File: src/rtl/cmd_credit_arbiter_pkg.sv
// Shared constants and types for the PSL command credit arbiter.
// The optional starvation guard is enabled by defining ARB_STARVE_GUARD_EN.
package cmd_credit_arbiter_pkg;

    localparam int NUM_REQ = 6;

    localparam int PRIORITY_RESTART        = 0;
    localparam int PRIORITY_WED            = 1;
    localparam int PRIORITY_WRITE          = 2;
    localparam int PRIORITY_READ           = 3;
    localparam int PRIORITY_PREFETCH_WRITE = 4;
    localparam int PRIORITY_PREFETCH_READ  = 5;

    localparam int CREDITS_READ  = 32;
    localparam int CREDITS_WRITE = 32;
    localparam int CREDITS_TOTAL = CREDITS_READ + CREDITS_WRITE;

    localparam int STARVE_LIMIT = 63;
    localparam int WAIT_W       = 6;

    localparam int SEL_W       = $clog2(NUM_REQ);
    localparam int READ_CNT_W  = $clog2(CREDITS_READ) + 1;
    localparam int WRITE_CNT_W = $clog2(CREDITS_WRITE) + 1;
    localparam int CNT_W       = (READ_CNT_W > WRITE_CNT_W) ? READ_CNT_W : WRITE_CNT_W;

    typedef logic [SEL_W-1:0] arb_sel_t;
    typedef logic [CNT_W-1:0] credit_cnt_t;
    typedef logic [WAIT_W-1:0] wait_cnt_t;

endpackage

File: src/rtl/cmd_credit_arbiter_credit_counter.sv
// Per-class credit pool: issue takes a credit, a response returns one.
// A return into a full pool is dropped and latches a sticky error.
module cmd_credit_arbiter_credit_counter #(
    parameter int MAX_CREDITS = 32,
    parameter int CNT_W       = $clog2(MAX_CREDITS) + 1
) (
    input  logic             clock,
    input  logic             reset,
    input  logic             issue,
    input  logic             ret,
    output logic [CNT_W-1:0] count,
    output logic             error
);

    localparam logic [CNT_W-1:0] MAX_VAL = CNT_W'(MAX_CREDITS);

    logic [CNT_W-1:0] count_d, count_q;
    logic             error_d, error_q;

    // Issue at zero cannot happen: the arbiter only grants with credit available.
    always_comb begin
        count_d = count_q;
        error_d = error_q;
        unique case ({issue, ret})
            2'b10: count_d = count_q - CNT_W'(1);
            2'b01: begin
                if (count_q == MAX_VAL) begin
                    error_d = 1'b1;
                end else begin
                    count_d = count_q + CNT_W'(1);
                end
            end
            default: ;
        endcase
    end

    always_ff @(posedge clock) begin
        if (reset) begin
            count_q <= MAX_VAL;
            error_q <= 1'b0;
        end else begin
            count_q <= count_d;
            error_q <= error_d;
        end
    end

    assign count = count_q;
    assign error = error_q;

endmodule

File: src/rtl/cmd_credit_arbiter.sv
// Fixed-priority, credit-gated arbiter in front of the PSL command port.
// Define ARB_STARVE_GUARD_EN to add per-requester starvation counters.
module cmd_credit_arbiter
    import cmd_credit_arbiter_pkg::*;
(
    input  logic                   clock,
    input  logic                   reset,
    input  logic                   arb_enable,
    input  logic [NUM_REQ-1:0]     req_valid,
    input  logic [NUM_REQ-1:0]     req_is_write,
    output logic [NUM_REQ-1:0]     req_ready,
    output logic                   cmd_valid,
    output arb_sel_t               cmd_sel,
    output logic                   cmd_is_write,
    input  logic                   rsp_valid,
    input  logic                   rsp_is_write,
    output logic [READ_CNT_W-1:0]  read_credits,
    output logic [WRITE_CNT_W-1:0] write_credits,
    output logic                   credit_error
);

    logic [NUM_REQ-1:0] eligible;
    logic               grant_any;
    arb_sel_t           grant_sel;
    logic               grant_is_write;
    logic               issue_read, issue_write;
    logic               ret_read, ret_write;
    logic               read_error, write_error;

    logic     cmd_valid_d, cmd_valid_q;
    arb_sel_t cmd_sel_d, cmd_sel_q;
    logic     cmd_is_write_d, cmd_is_write_q;

`ifdef ARB_STARVE_GUARD_EN
    wait_cnt_t wait_d [NUM_REQ];
    wait_cnt_t wait_q [NUM_REQ];
    logic      force_any;
    arb_sel_t  force_sel;
`endif

    // Eligibility only looks at registered credits, so responses never reach req_ready.
    always_comb begin
        for (int i = 0; i < NUM_REQ; i++) begin
            eligible[i] = req_valid[i] & arb_enable &
                          (req_is_write[i] ? (write_credits != '0) : (read_credits != '0));
        end
    end

    always_comb begin
        grant_any = 1'b0;
        grant_sel = '0;
        for (int i = NUM_REQ - 1; i >= 0; i--) begin
            if (eligible[i]) begin
                grant_any = 1'b1;
                grant_sel = arb_sel_t'(i);
            end
        end
`ifdef ARB_STARVE_GUARD_EN
        force_any = 1'b0;
        force_sel = '0;
        for (int i = NUM_REQ - 1; i >= 0; i--) begin
            if (eligible[i] && (wait_q[i] >= WAIT_W'(STARVE_LIMIT))) begin
                force_any = 1'b1;
                force_sel = arb_sel_t'(i);
            end
        end
        if (force_any) begin
            grant_sel = force_sel;
        end
`endif
        req_ready      = grant_any ? (NUM_REQ'(1) << grant_sel) : '0;
        grant_is_write = req_is_write[grant_sel];
    end

    assign issue_read  = grant_any & ~grant_is_write;
    assign issue_write = grant_any & grant_is_write;
    assign ret_read    = rsp_valid & ~rsp_is_write;
    assign ret_write   = rsp_valid & rsp_is_write;

    cmd_credit_arbiter_credit_counter #(
        .MAX_CREDITS (CREDITS_READ),
        .CNT_W       (READ_CNT_W)
    ) u_read_pool (
        .clock (clock),
        .reset (reset),
        .issue (issue_read),
        .ret   (ret_read),
        .count (read_credits),
        .error (read_error)
    );

    cmd_credit_arbiter_credit_counter #(
        .MAX_CREDITS (CREDITS_WRITE),
        .CNT_W       (WRITE_CNT_W)
    ) u_write_pool (
        .clock (clock),
        .reset (reset),
        .issue (issue_write),
        .ret   (ret_write),
        .count (write_credits),
        .error (write_error)
    );

    assign credit_error = read_error | write_error;

    always_comb begin
        cmd_valid_d    = grant_any;
        cmd_sel_d      = grant_sel;
        cmd_is_write_d = grant_any & grant_is_write;
    end

    always_ff @(posedge clock) begin
        if (reset) begin
            cmd_valid_q    <= 1'b0;
            cmd_sel_q      <= '0;
            cmd_is_write_q <= 1'b0;
        end else begin
            cmd_valid_q    <= cmd_valid_d;
            cmd_sel_q      <= cmd_sel_d;
            cmd_is_write_q <= cmd_is_write_d;
        end
    end

    assign cmd_valid    = cmd_valid_q;
    assign cmd_sel      = cmd_sel_q;
    assign cmd_is_write = cmd_is_write_q;

`ifdef ARB_STARVE_GUARD_EN
    // Counters saturate at the limit and clear on grant or loss of eligibility.
    always_comb begin
        for (int i = 0; i < NUM_REQ; i++) begin
            wait_d[i] = '0;
            if (eligible[i] && !req_ready[i]) begin
                wait_d[i] = (wait_q[i] < WAIT_W'(STARVE_LIMIT)) ? (wait_q[i] + WAIT_W'(1)) : wait_q[i];
            end
        end
    end

    always_ff @(posedge clock) begin
        for (int i = 0; i < NUM_REQ; i++) begin
            if (reset) begin
                wait_q[i] <= '0;
            end else begin
                wait_q[i] <= wait_d[i];
            end
        end
    end
`endif

endmodule
File: config.mk
export PLATFORM = sky130hd
export DESIGN_NAME = cmd_credit_arbiter
export DESIGN_NICKNAME = d
export VERILOG_FILES = /design/src/rtl/cmd_credit_arbiter_pkg.sv /design/src/rtl/cmd_credit_arbiter_credit_counter.sv /design/src/rtl/cmd_credit_arbiter.sv
export SDC_FILE = /design/constraint.sdc
export NUM_CORES = 1
export LEC_CHECK = 0
export BUFFER_PORTS_ARGS = -buffer_cell sky130_fd_sc_hd__buf_2
export CAP_MARGIN = 20
export CORE_MARGIN = 4
export CORE_UTILIZATION = 49
export DETAILED_ROUTE_END_ITERATION = 12
export PLACE_DENSITY = 0.77
export SLEW_MARGIN = 25
export SYNTH_ARGS = -nofsm -noshare
export SYNTH_HDL_FRONTEND = slang
export SYNTH_SLANG_ARGS = --single-unit
File: constraint.sdc
create_clock -name clock -period 4.25 [get_ports clock]
set_clock_uncertainty 0.1 [all_clocks]
set_input_delay 0.6375 -clock clock [delete_from_list [all_inputs] [get_ports clock]]
set_output_delay 0.6375 -clock clock [all_outputs]
set_load 0.01 [all_outputs]
==> flow_summary_export.csv <==
group,metric,value,unit
timing,rsz0062_at_grt,"yes",
yosys,synthXorXnorAreaFrac,2.53,%
finish,n_antenna_cell,0,
finish,drive_above_1_share,38.3,%
finish,fin_nets,298,
timing,clock.fmax,0.244,GHz
critical_path,rr_worst_depth,15,
pwr,p_int,801,uW
pwr,max-vdd-ir-drop,0.517,mV
timing,relSlewSlack,62.9,%
timing,setup_tns,0,ps
yosys,synth-simple-area-share,30.1,%
yosys,netlist_instances,208,
global_routing,gr-total-overflow,0,
floorplanning,core,0.00336,sq mm
timing,worst_slack,151,ps
floorplanning,initial_core_util,51.5,%
clocking,cts-htree-levels,1,
pwr,power_per_cell_area,659,mW/mm^2
floorplanning,fp.dieW,67.4,microns
yosys,synth_compound_area_share,23.8,%
yosys,syn_area,0.00173,sq mm
timing,period_minus_slack,4100,ps
critical_path,worst_path_largest_cell_delay,530,ps
critical_path,critPathRequiredTime,4390,ps
pwr,p_switching,680,uW
pwr,switching_share,45.9,%
place,hpwl,3390,microns
pwr,comb_power_share,72.2,%
detailed_routing,drt_iter0_drc,159,
yosys,synthAdderAreaFrac,8.82,%
detailed_routing,drcViolationCount,0,
critical_path,arrival,4240,ps
floorplanning,num_rows,21,
critical_path,crit_fanout,6,
timing,setup_violations,0,
clocking,cts_root_buf,"clkbuf_4",
global_routing,grt_max_degree,36,
place,port_buffers,40,
timing,tightest_slew,556,ps
place,post-place-ws,-73.7,ps
yosys,synth_nets,236,
floorplanning,fp.dieH,67.4,microns
job,maxCapViolCount,0,
yosys,syn_area_per_cell,8.33,sq um
clocking,cts.clk_slew.worst_paths,120,ps
yosys,synth.top_cell.area_share,22.0,%
detailed_routing,dr.pass1.iters,4,
yosys,synth.largest_area_cell,"dfxtp_1",
finish,final_common_cell,"buf_2",
critical_path,cpMaxStageDelayCell,"or4_4",
finish,area_delta_synth_final,29.8,%
timing,fin_crit_sh,96.4,%
floorplanning,io_pins,41,
pwr,p_leak,0.00103,uW
pwr,power,1480,uW
yosys,synth_edf_count,0,
critical_path,critPathKind,"reg2reg",
yosys,ys_seq_area_share,22.0,%
global_routing,grt_antenna_before_repair,0,
detailed_routing,wl,4470,microns
global_routing,grt_pass1_wl,7080,microns
global_routing,grt.total_usage,20.2,%
floorplanning,dieArea,0.00455,sq mm
critical_path,cp_num_cells,15,
timing,hold_viol,0,
timing,finalMaxSlewViolations,0,
critical_path,cp_num_buf_inv,0,
yosys,synth-main-ff-cell,"dfxtp_1",
yosys,ys_types,59,
critical_path,cp-end-kind,"flip-flop",
outcome,status,"complete, no violations",
clocking,cts_buffers,3,
yosys,synth.area.mux_share,9.18,%
finish,final_cell_mix,"buf_2 (40), nor2_1 (26), buf_4 (23)",
pwr,pwr-share-seq,21.4,%
global_routing,grtUsageMet1,25.7,%
worst_hold_path,hold_path.class,"reg2reg",
pwr,p_clk_share,6.5,%
critical_path,worstPathCellList,"or4_4 > or3_4 > a32oi_4 > or3b_4 > a211o_1 > nand4_2 > nand2_2 > ha_1 > nand3_1 > nand2_1 > a21o_1 > a21oi_2 > nor4b_1 > mux2_1 > nor3b_2",
clocking,cts.sinks,19,
finish,postLayoutCoreUtil,66.8,%
detailed_routing,routedWlPerCell,14.2,microns
clocking,cts_tree,"yes",
yosys,yosysWarnings,0,
yosys,synth_area_leaders,"dfxtp_1 (22%), ha_1 (6.5%), nor2_1 (5.6%), nor2b_1 (4.7%), mux2_2 (4.6%)",
global_routing,use_met3,4.16,%
detailed_routing,num_vias,1761,
clocking,cts_hold_buf,0,
clocking,clk_latency,310,ps
detailed_routing,drtAntennaViolNets,0,
place,place.gp.congestion,0.886,
yosys,synth_top_family_by_area,"simple AND/OR/NAND/NOR gates",
detailed_routing,routed_via_density,5.59,
global_routing,grt.busiest_layer,"met2",
yosys,synthArstFlopShare,0,%
critical_path,path_delay_family,"simple AND/OR/NAND/NOR gates",
clocking,clk_path_buf_depth,2,
finish,fillers,299,
global_routing,grt_pass1_vias,1607,
yosys,synth_seq_cells,19,
global_routing,met2_usage,33.7,%
critical_path,critPathLaunchType,"flip-flop",
worst_hold_path,whs_path_depth,2,
-- worst reg2reg max path, delay by kind of cell, from the launching register on --
kind | cells | cell delay (ps)
DFF | 1 | 330
adders and majority gates | 1 | 320
AOI/OAI and AO/OA | 4 | 920
and+or+nand+nor | 9 | 2020
muxes | 1 | 330
-- layer usage --
layer | vias up | wire [microns]
met3 | 2 | 242
met5 | - | 0
li1 | 901 | -
met2 | 47 | 2180
met1 | 811 | 2020
met4 | 0 | 28
-- Yosys cell counts (2+ instances only) --
cell type	n
nor3b_1	2
xnor2_1	2
o211ai_1	2
dfxtp_1	19
a22o_1	2
nand4_1	2
nor3_1	10
o21ai_0	5
a21o_1	4
mux2_1	5
nand3_1	9
clkbuf_1	6
or3_1	3
o22ai_1	4
o311a_1	2
a211o_1	2
nor4_1	2
a41oi_1	2
ha_1	9
or2_2	2
nand3b_1	3
xor2_1	3
nand2b_1	6
nor2_1	26
fa_1	2
o221a_2	2
nor2b_1	13
nand2_1	9
mux2_2	7
inv_1	7
a21oi_1	8
-- repair_timing --
item	in CTS	in global routing
endpoints found under the setup margin	1	4
setup buffers	0	3
resized for setup	2	12
pin swaps	0	4
-- worst paths after layout --
kind | startpoint | endpoint | slack [ps]
min reg2reg | u_read_pool.error$_SDFFE_PP0P_ | u_read_pool.error$_SDFFE_PP0P_ | 380
max | u_read_pool.count[0]$_SDFFE_PP0P_ | u_read_pool.count[5]$_SDFFE_PP1P_ | 150
min | u_read_pool.error$_SDFFE_PP0P_ | u_read_pool.error$_SDFFE_PP0P_ | 380
max reg2reg | u_read_pool.count[0]$_SDFFE_PP0P_ | u_read_pool.count[5]$_SDFFE_PP1P_ | 150
-- layout make-up --
cell class / instances / area (sq um) / area share, %
clock inverter: 1 / 5.00 / 0.223
clock buffer: 3 / 22.5 / 1.00
timing repair buffer: 64 / 384 / 17.1
tap: 46 / 57.6 / 2.56
inverter: 8 / 30.0 / 1.34
multi-input combinational: 174 / 1370 / 60.9
sequential: 19 / 380 / 16.9
-- flip-flops by register name, indices dropped and copies added (netlist names) --
signal and flops:
cmd_valid 1, u_write_pool.count 6, u_write_pool.error 1, cmd_is_write 1, u_read_pool.error 1, cmd_sel 3
u_read_pool.count 6
-- power by group through the flow --
stage	combinational, uW	sequential, uW	clock, uW
final	1070	317	95.6
after global placement	983	313	0
after detailed placement	999	316	0
after floorplan	654	342	0
after global routing	1180	329	107
after CTS	1020	313	100
-- logic make-up (layout without fill, tap and decap cells) --
kind of cell / Yosys count / in the layout
AND/OR/NAND/NOR: 95 / 95
AO/OA/AOI/OAI: 49 / 49
flip-flops: 19 / 19
buffers and inverters: 15 / 76
multiplexers: 14 / 14
adder cells (fa/ha/maj): 11 / 11
XOR/XNOR: 5 / 5
-- stage by stage --
step | instance area, sq um | instances | hold slack [ps]
6_report | 2250 | 315 | 375
4_1_cts | 2160 | 312 | 383
3_3_place_gp | 2120 | 308 | 351
5_1_grt | 2250 | 315 | 414
2_1_floorplan | 1740 | 208 | 329
3_5_place_dp | 2120 | 308 | 356
Power figures use the tool's default switching activity.
